===== config.mk =====
export PLATFORM = sky130hd
export DESIGN_NAME = instr_fetch_flat
export DESIGN_NICKNAME = d
export VERILOG_FILES = /design/src/rtl/cpu_pkg.sv /design/src/rtl/instr_fetch_if.sv /design/src/rtl/instr_fetch.sv /design/src/flat_wrapper.sv
export SDC_FILE = /design/constraint.sdc
export NUM_CORES = 1
export LEC_CHECK = 0
export ABC_AREA = 1
export CAP_MARGIN = 25
export CORE_MARGIN = 5
export CORE_UTILIZATION = 55
export DETAILED_ROUTE_END_ITERATION = 10
export DONT_BUFFER_PORTS = 1
export HOLD_SLACK_MARGIN = 0.12
export PLACE_DENSITY = 0.76
export SLEW_MARGIN = 5
export SYNTH_ARGS = -nofsm -noshare
export SYNTH_HDL_FRONTEND = slang
export SYNTH_SLANG_ARGS = --single-unit

===== constraint.sdc =====
create_clock -name clk -period 1.41 [get_ports clk]
set_input_delay 0.2115 -clock clk [delete_from_list [all_inputs] [get_ports clk]]
set_output_delay 0.2115 -clock clk [all_outputs]
set_load 0.05 [all_outputs]

===== src/rtl/cpu_pkg.sv =====
// rtl/cpu_pkg.sv - shared types and constants for the multicycle RISC-V core
package cpu_pkg;

    localparam int XLEN = 32;
    localparam logic [XLEN-1:0] INSTR_BYTES      = 32'd4;
    localparam logic [XLEN-1:0] DEFAULT_RESET_PC = 32'h0000_1000;

    typedef enum logic [2:0] {
        IDLE  = 3'd0,
        FETCH = 3'd1,
        WAIT  = 3'd2,
        DRAIN = 3'd3,
        HOLD  = 3'd4,
        FAULT = 3'd5
    } fetch_state_t;

endpackage


===== src/rtl/instr_fetch_if.sv =====
// rtl/instr_fetch_if.sv - fetch stage bus: imem read port, redirect port, IR handshake
interface instr_fetch_if;
    import cpu_pkg::*;

    // instruction memory read port
    logic            mem_rd_en;
    logic [XLEN-1:0] mem_addr;
    logic [XLEN-1:0] mem_rdata;
    logic            mem_rvalid;

    // branch / jump redirect
    logic            redirect_valid;
    logic [XLEN-1:0] redirect_pc;

    // instruction register towards decode
    logic            ir_valid;
    logic            ir_ready;
    logic [XLEN-1:0] ir;
    logic [XLEN-1:0] ir_pc;

    logic            fetch_fault;

    // fetch stage side
    modport master (
        output mem_rd_en, mem_addr, ir_valid, ir, ir_pc, fetch_fault,
        input  mem_rdata, mem_rvalid, redirect_valid, redirect_pc, ir_ready
    );

    // memory / decode / branch-unit side
    modport slave (
        input  mem_rd_en, mem_addr, ir_valid, ir, ir_pc, fetch_fault,
        output mem_rdata, mem_rvalid, redirect_valid, redirect_pc, ir_ready
    );

endinterface


===== src/rtl/instr_fetch.sv =====
// rtl/instr_fetch.sv - instruction fetch stage: PC, fetch FSM, IR latch (option: INSTR_FETCH_ALIGN_CHECK_EN)
module instr_fetch
    import cpu_pkg::*;
#(
    parameter logic [XLEN-1:0] RESET_PC = DEFAULT_RESET_PC
) (
    input  logic          clk,
    input  logic          rst_n,
    instr_fetch_if.master bus
);

    fetch_state_t    state_q, state_d;
    logic [XLEN-1:0] pc_q, pc_d;
    logic [XLEN-1:0] ir_q, ir_d;
    logic [XLEN-1:0] ir_pc_q, ir_pc_d;
    logic            ir_valid_q, ir_valid_d;
    logic [XLEN-1:0] redirect_tgt;

`ifdef INSTR_FETCH_ALIGN_CHECK_EN
    logic            fault_q, fault_d;
    logic            redirect_bad;

    // Misaligned targets are kept verbatim so the faulting PC is visible.
    assign redirect_tgt = bus.redirect_pc;
    assign redirect_bad = bus.redirect_valid && (bus.redirect_pc[1:0] != 2'b00);
`else
    logic [1:0]      unused_redirect_lsbs;

    // Without the check, targets are silently forced to a word boundary.
    assign redirect_tgt         = {bus.redirect_pc[XLEN-1:2], 2'b00};
    assign unused_redirect_lsbs = bus.redirect_pc[1:0];
`endif

    // Next-state, PC and IR update logic; only one request is ever outstanding.
    always_comb begin
        state_d    = state_q;
        pc_d       = pc_q;
        ir_d       = ir_q;
        ir_pc_d    = ir_pc_q;
        ir_valid_d = ir_valid_q;
`ifdef INSTR_FETCH_ALIGN_CHECK_EN
        fault_d    = fault_q;
`endif

        unique case (state_q)
            IDLE: begin
                state_d = FETCH;
            end

            FETCH: begin
                // The request this cycle still goes out with the old PC;
                // a redirect means its response must be drained.
                state_d = WAIT;
                if (bus.redirect_valid) begin
                    pc_d    = redirect_tgt;
                    state_d = DRAIN;
                end
            end

            WAIT: begin
                if (bus.redirect_valid) begin
                    // Data arriving together with a redirect is stale.
                    pc_d    = redirect_tgt;
                    state_d = bus.mem_rvalid ? FETCH : DRAIN;
                end else if (bus.mem_rvalid) begin
                    ir_d       = bus.mem_rdata;
                    ir_pc_d    = pc_q;
                    ir_valid_d = 1'b1;
                    state_d    = HOLD;
                end
            end

            DRAIN: begin
                // Swallow the stale response; latest redirect target wins.
                if (bus.redirect_valid) begin
                    pc_d = redirect_tgt;
                end
                if (bus.mem_rvalid) begin
                    state_d = FETCH;
                end
            end

            HOLD: begin
                // A redirect beats pc+4 even when the transfer also happens.
                if (bus.redirect_valid) begin
                    pc_d       = redirect_tgt;
                    ir_valid_d = 1'b0;
                    state_d    = FETCH;
                end else if (bus.ir_ready) begin
                    pc_d       = pc_q + INSTR_BYTES;
                    ir_valid_d = 1'b0;
                    state_d    = FETCH;
                end
            end

            default: begin
                state_d = state_q;
            end
        endcase

`ifdef INSTR_FETCH_ALIGN_CHECK_EN
        // A misaligned target parks the stage until reset; any in-flight
        // response is dropped because FAULT ignores mem_rvalid.
        if (redirect_bad && (state_q != IDLE) && (state_q != FAULT)) begin
            fault_d    = 1'b1;
            pc_d       = redirect_tgt;
            ir_valid_d = 1'b0;
            state_d    = FAULT;
        end
`endif
    end

    // State, PC and instruction register with synchronous active-low reset.
    always_ff @(posedge clk) begin
        if (!rst_n) begin
            state_q    <= IDLE;
            pc_q       <= RESET_PC;
            ir_q       <= '0;
            ir_pc_q    <= '0;
            ir_valid_q <= 1'b0;
`ifdef INSTR_FETCH_ALIGN_CHECK_EN
            fault_q    <= 1'b0;
`endif
        end else begin
            state_q    <= state_d;
            pc_q       <= pc_d;
            ir_q       <= ir_d;
            ir_pc_q    <= ir_pc_d;
            ir_valid_q <= ir_valid_d;
`ifdef INSTR_FETCH_ALIGN_CHECK_EN
            fault_q    <= fault_d;
`endif
        end
    end

    // Outputs are decoded from registered state only.
    assign bus.mem_rd_en = (state_q == FETCH);
    assign bus.mem_addr  = pc_q;
    assign bus.ir_valid  = ir_valid_q;
    assign bus.ir        = ir_q;
    assign bus.ir_pc     = ir_pc_q;
`ifdef INSTR_FETCH_ALIGN_CHECK_EN
    assign bus.fetch_fault = fault_q;
`else
    assign bus.fetch_fault = 1'b0;
`endif

endmodule


===== src/flat_wrapper.sv =====
// flat-port wrapper written by rule: the top's interface ports become plain ports
module instr_fetch_flat import cpu_pkg::*;
#(
    parameter logic [XLEN-1:0] RESET_PC = DEFAULT_RESET_PC
)
  (clk, rst_n, bus_mem_rd_en, bus_mem_addr, bus_ir_valid, bus_ir, bus_ir_pc, bus_fetch_fault, bus_mem_rdata, bus_mem_rvalid, bus_redirect_valid, bus_redirect_pc, bus_ir_ready);
  instr_fetch_if bus_i ();
  input  logic clk;
  input  logic rst_n;
  output wire logic [$bits(bus_i.mem_rd_en)-1:0] bus_mem_rd_en;
  output wire logic [$bits(bus_i.mem_addr)-1:0] bus_mem_addr;
  output wire logic [$bits(bus_i.ir_valid)-1:0] bus_ir_valid;
  output wire logic [$bits(bus_i.ir)-1:0] bus_ir;
  output wire logic [$bits(bus_i.ir_pc)-1:0] bus_ir_pc;
  output wire logic [$bits(bus_i.fetch_fault)-1:0] bus_fetch_fault;
  input wire logic [$bits(bus_i.mem_rdata)-1:0] bus_mem_rdata;
  input wire logic [$bits(bus_i.mem_rvalid)-1:0] bus_mem_rvalid;
  input wire logic [$bits(bus_i.redirect_valid)-1:0] bus_redirect_valid;
  input wire logic [$bits(bus_i.redirect_pc)-1:0] bus_redirect_pc;
  input wire logic [$bits(bus_i.ir_ready)-1:0] bus_ir_ready;
  assign bus_mem_rd_en = bus_i.mem_rd_en;
  assign bus_mem_addr = bus_i.mem_addr;
  assign bus_ir_valid = bus_i.ir_valid;
  assign bus_ir = bus_i.ir;
  assign bus_ir_pc = bus_i.ir_pc;
  assign bus_fetch_fault = bus_i.fetch_fault;
  assign bus_i.mem_rdata = bus_mem_rdata;
  assign bus_i.mem_rvalid = bus_mem_rvalid;
  assign bus_i.redirect_valid = bus_redirect_valid;
  assign bus_i.redirect_pc = bus_redirect_pc;
  assign bus_i.ir_ready = bus_ir_ready;
  instr_fetch #(.RESET_PC(RESET_PC)) u_core (.clk(clk), .rst_n(rst_n), .bus(bus_i));
endmodule

==> impl_results.md <==
* Register area at 2010 um2
* Worst rel slew slack at 59.8%
* Gr usage total at 30.6%
* Status: finished with violations
* FMAX at 506 MHz
* Detailed placement HPWL at 11.1 mm
* Post-synthesis register bit count at 96
* First-pass GRT wire length at 24.9 mm
* Design Power at 7290 uW
* Die W at 101 um
* P&R area growth vs syn at 66.6%
* Maxcap violations at 0
* Final min period at 1980 ps
* Distinct cell type count after synthesis at 30
* R2r setup slk at -570 ps
* Setup crit end kind: flip-flop
* Core area at 8180 um2
* Die area at 10300 um2
* Per-cell routed wire length at 26.8 um
* Setup_tns at -7030 ps
* PD cells at 956 nW/um2
* Lkg Pwr at 0.00297 uW
* Most common cell on crit path: nand3_1
* Startpoint class of the critical path: flip-flop
* CTS clk-pin slew, worst paths at 110 ps
* Worst R2R Start: u_core.bus.mem_addr[7]$_SDFFE_PN0P_
* CTS Buf Count at 9
* Port bufs at 0
* Gate count after technology mapping at 684
* Number of synthesized flops with an enable pin at 0
* Layout cells sized above 1 at 42.1%
* Via density at 6.77
* Multi-input logic area at 2970 um2
* Final core utilization at 93.3%
* Worst Path Arrival at 2300 ps
* Worst path required time at 1730 ps
* Total grt overflow at 0
* DRT Wirelength at 26.0 mm
* R2R depth at 9
* CP max stage delay at 410 ps
* Slew Limit Fails at 0
* Initial Util at 56.0%
* Worst min-delay path startpoint: bus_redirect_pc[7]
* Worst min-delay path category: primary input to flip-flop
* Setup Crit Path Kind: flip-flop to flip-flop
* Initial antenna violation count at 1
* DR pass1 iterations at 11
* DRC errors left at 9
* Number of global-route vias before repair at 5204
* Clk_skew at 15.9 ps
* Final Hold Vio Count at 0
* Ys flop type: dfxtp_1
* Post-route cell area at 7630 um2
* Chip height at 101 um
* Layout fillers at 270
* Setup ws final at -566 ps
* Clk sinks at 96
* Fin nets at 932
* Syn avg cell area at 6.70 um2
* Via count at 6584
* Largest net degree at the start of global routing at 70
* CTS max path bufs at 2
* Reg-to-reg critical path endpoint: u_core.bus.mem_addr[31]$_SDFFE_PN0P_
* Post-synth ARST share at 0%
* RSZ-0062 raised after global routing: true
* CP max-delay cell: dfxtp_4
* CP Cell Sequence: nand2_4 -> buf_4 -> nor2_2 -> nand2_2 -> nor2_4 -> nand3_1 -> nand3_1 -> nand2_1 -> a21oi_1
* Initial drt markers at 1124
* Hold Path Depth at 3
* Rows at 33
* RePlAce Congestion at 0.928
* Register area share after synthesis at 42.0%
* Failing checks: DRC, setup timing
* Worst hold margin at 136 ps
* Post-DRT Antenna Nets at 0
* Area after DPL at 5510 um2
* TritonCTS clock tree: built
* Final setup fails at 73
* Root Buffer: clkbuf_8
* IO Pins at 168
* CP max FO at 5
* H-tree lvl count at 3
* VDD IR max at 0.780 mV
* Worst slew pin tran at 603 ps
* Final Cycle Share at 140%
* Worst-Skew Late Latency at 400 ps
* Mapped Area at 4580 um2
* Hold endpoint: u_core.bus.mem_addr[7]$_SDFFE_PN0P_
* Synth warnings at 0
## critical path: cells and delay by family, from the launching register on
kind | cells | cell delay [ps]
flops | 1 | 410
compound gates | 1 | 130
simple gates | 7 | 1200
buf+inv | 1 | 150
## power breakdown
group | internal, uW | switching (uW)
Clock | 687 | 1190
Sequential | 2890 | 324
Combinational | 756 | 1440
## layer usage
layer	track usage [%]	part of all wire [%]
met5	0	0.18
met4	12.4	9.7
met3	7.85	16
met2	53.3	43
met1	35.7	31
## Yosys cell counts (3+ instances only)
cell type	instances	share of area (%)
clkbuf_1	13	1.1
nor3_1	3	0.33
a21oi_1	60	6.6
buf_2	12	1.3
nor2_1	143	12
or2_2	5	0.68
inv_2	6	0.49
nand4_1	3	0.41
o21ai_1	3	0.33
nand3_1	40	4.4
inv_1	38	3.1
buf_6	5	1.2
buf_4	8	1.3
dfxtp_1	96	42
o21ai_0	86	9.4
nand2_1	142	12
## stage by stage
stage,worst slack (ps),std cells
CTS,-74.6,940
global placement,-85.5,866
global route,-525,973
detailed placement,-154,866
finish,-566,973
floorplan,-82.3,688
## how the worst max path moves through the flow
stage	startpoint	endpoint	slack, ps	cells after the start
6_report	u_core.bus.mem_addr[7]$_SDFFE_PN0P_	u_core.bus.mem_addr[31]$_SDFFE_PN0P_	-570	9
5_1_grt	u_core.bus.mem_addr[8]$_SDFFE_PN0P_	u_core.bus.mem_addr[31]$_SDFFE_PN0P_	-520	9
2_1_floorplan	u_core.bus.mem_addr[3]$_SDFFE_PN0P_	u_core.bus.mem_addr[20]$_SDFFE_PN0P_	-80	10
3_5_place_dp	u_core.bus.mem_addr[3]$_SDFFE_PN0P_	u_core.bus.mem_addr[20]$_SDFFE_PN0P_	-150	10
4_1_cts	u_core.state_q[0]$_SDFFE_PN0P_	bus_mem_rd_en	-70	4
3_3_place_gp	u_core.bus.mem_addr[3]$_SDFFE_PN0P_	u_core.bus.mem_addr[20]$_SDFFE_PN0P_	-90	10
## layout by cell type (no fill, tap or decap), types with 12 or more instances in the layout
master | netlist | final
o21ai_1 | 3 | 31
o21ai_2 | 0 | 40
dlygate4sd3_1 | 0 | 53
nor2_1 | 143 | 105
nor2_2 | 0 | 23
dfxtp_2 | 0 | 12
dfxtp_4 | 0 | 19
a21oi_2 | 2 | 31
clkbuf_16 | 0 | 12
a21oi_1 | 60 | 30
nand3_2 | 2 | 12
nand2_2 | 2 | 14
nand2_1 | 142 | 125
buf_4 | 8 | 102
nor2_4 | 1 | 16
o21ai_0 | 86 | 14
buf_6 | 5 | 16
buf_12 | 0 | 13
dfxtp_1 | 96 | 65
nand3_1 | 40 | 26
inv_1 | 38 | 34
## state kept, by name (all words and copies together) (netlist names)
signal and count:
u_core.bus.mem_addr 30, u_core.bus.ir_valid 1, u_core.bus.ir 32, u_core.state_q 3, u_core.bus.ir_pc 30
## cell type report
cell class / instances / area share [%]
clock buffer: 10 / 1.67
inverter: 44 / 2.74
timing repair inverter: 1 / 0.213
antenna: 1 / 0.0328
timing repair buffer: 200 / 27.5
clock inverter: 6 / 0.820
multi-input combinational: 510 / 39.0
tap: 105 / 1.72
sequential: 96 / 26.3
## timing repair
item | CTS | global route
hold buffers | 54 | 0
gates resized for setup | 40 | 259
setup buffers | 4 | 14
endpoints found under the hold margin | 89 | 0
gates cloned | 0 | 18
setup endpoints to repair | 76 | 82
pin swaps | 13 | 46
## logic make-up (layout without fill, tap and decap cells)
kind of cell    after synthesis  after routing  synth area share, %
compound gates              158            158                 17.8
xor+xnor                      2              2                0.383
fa+ha+maj                     1              1                0.273
buf+inv                      82            261                 8.52
flops                        96             96                 42.0
other cells                   1              6               0.0819
simple gates                344            344                 31.0
(Power assumes the default switching activity.)
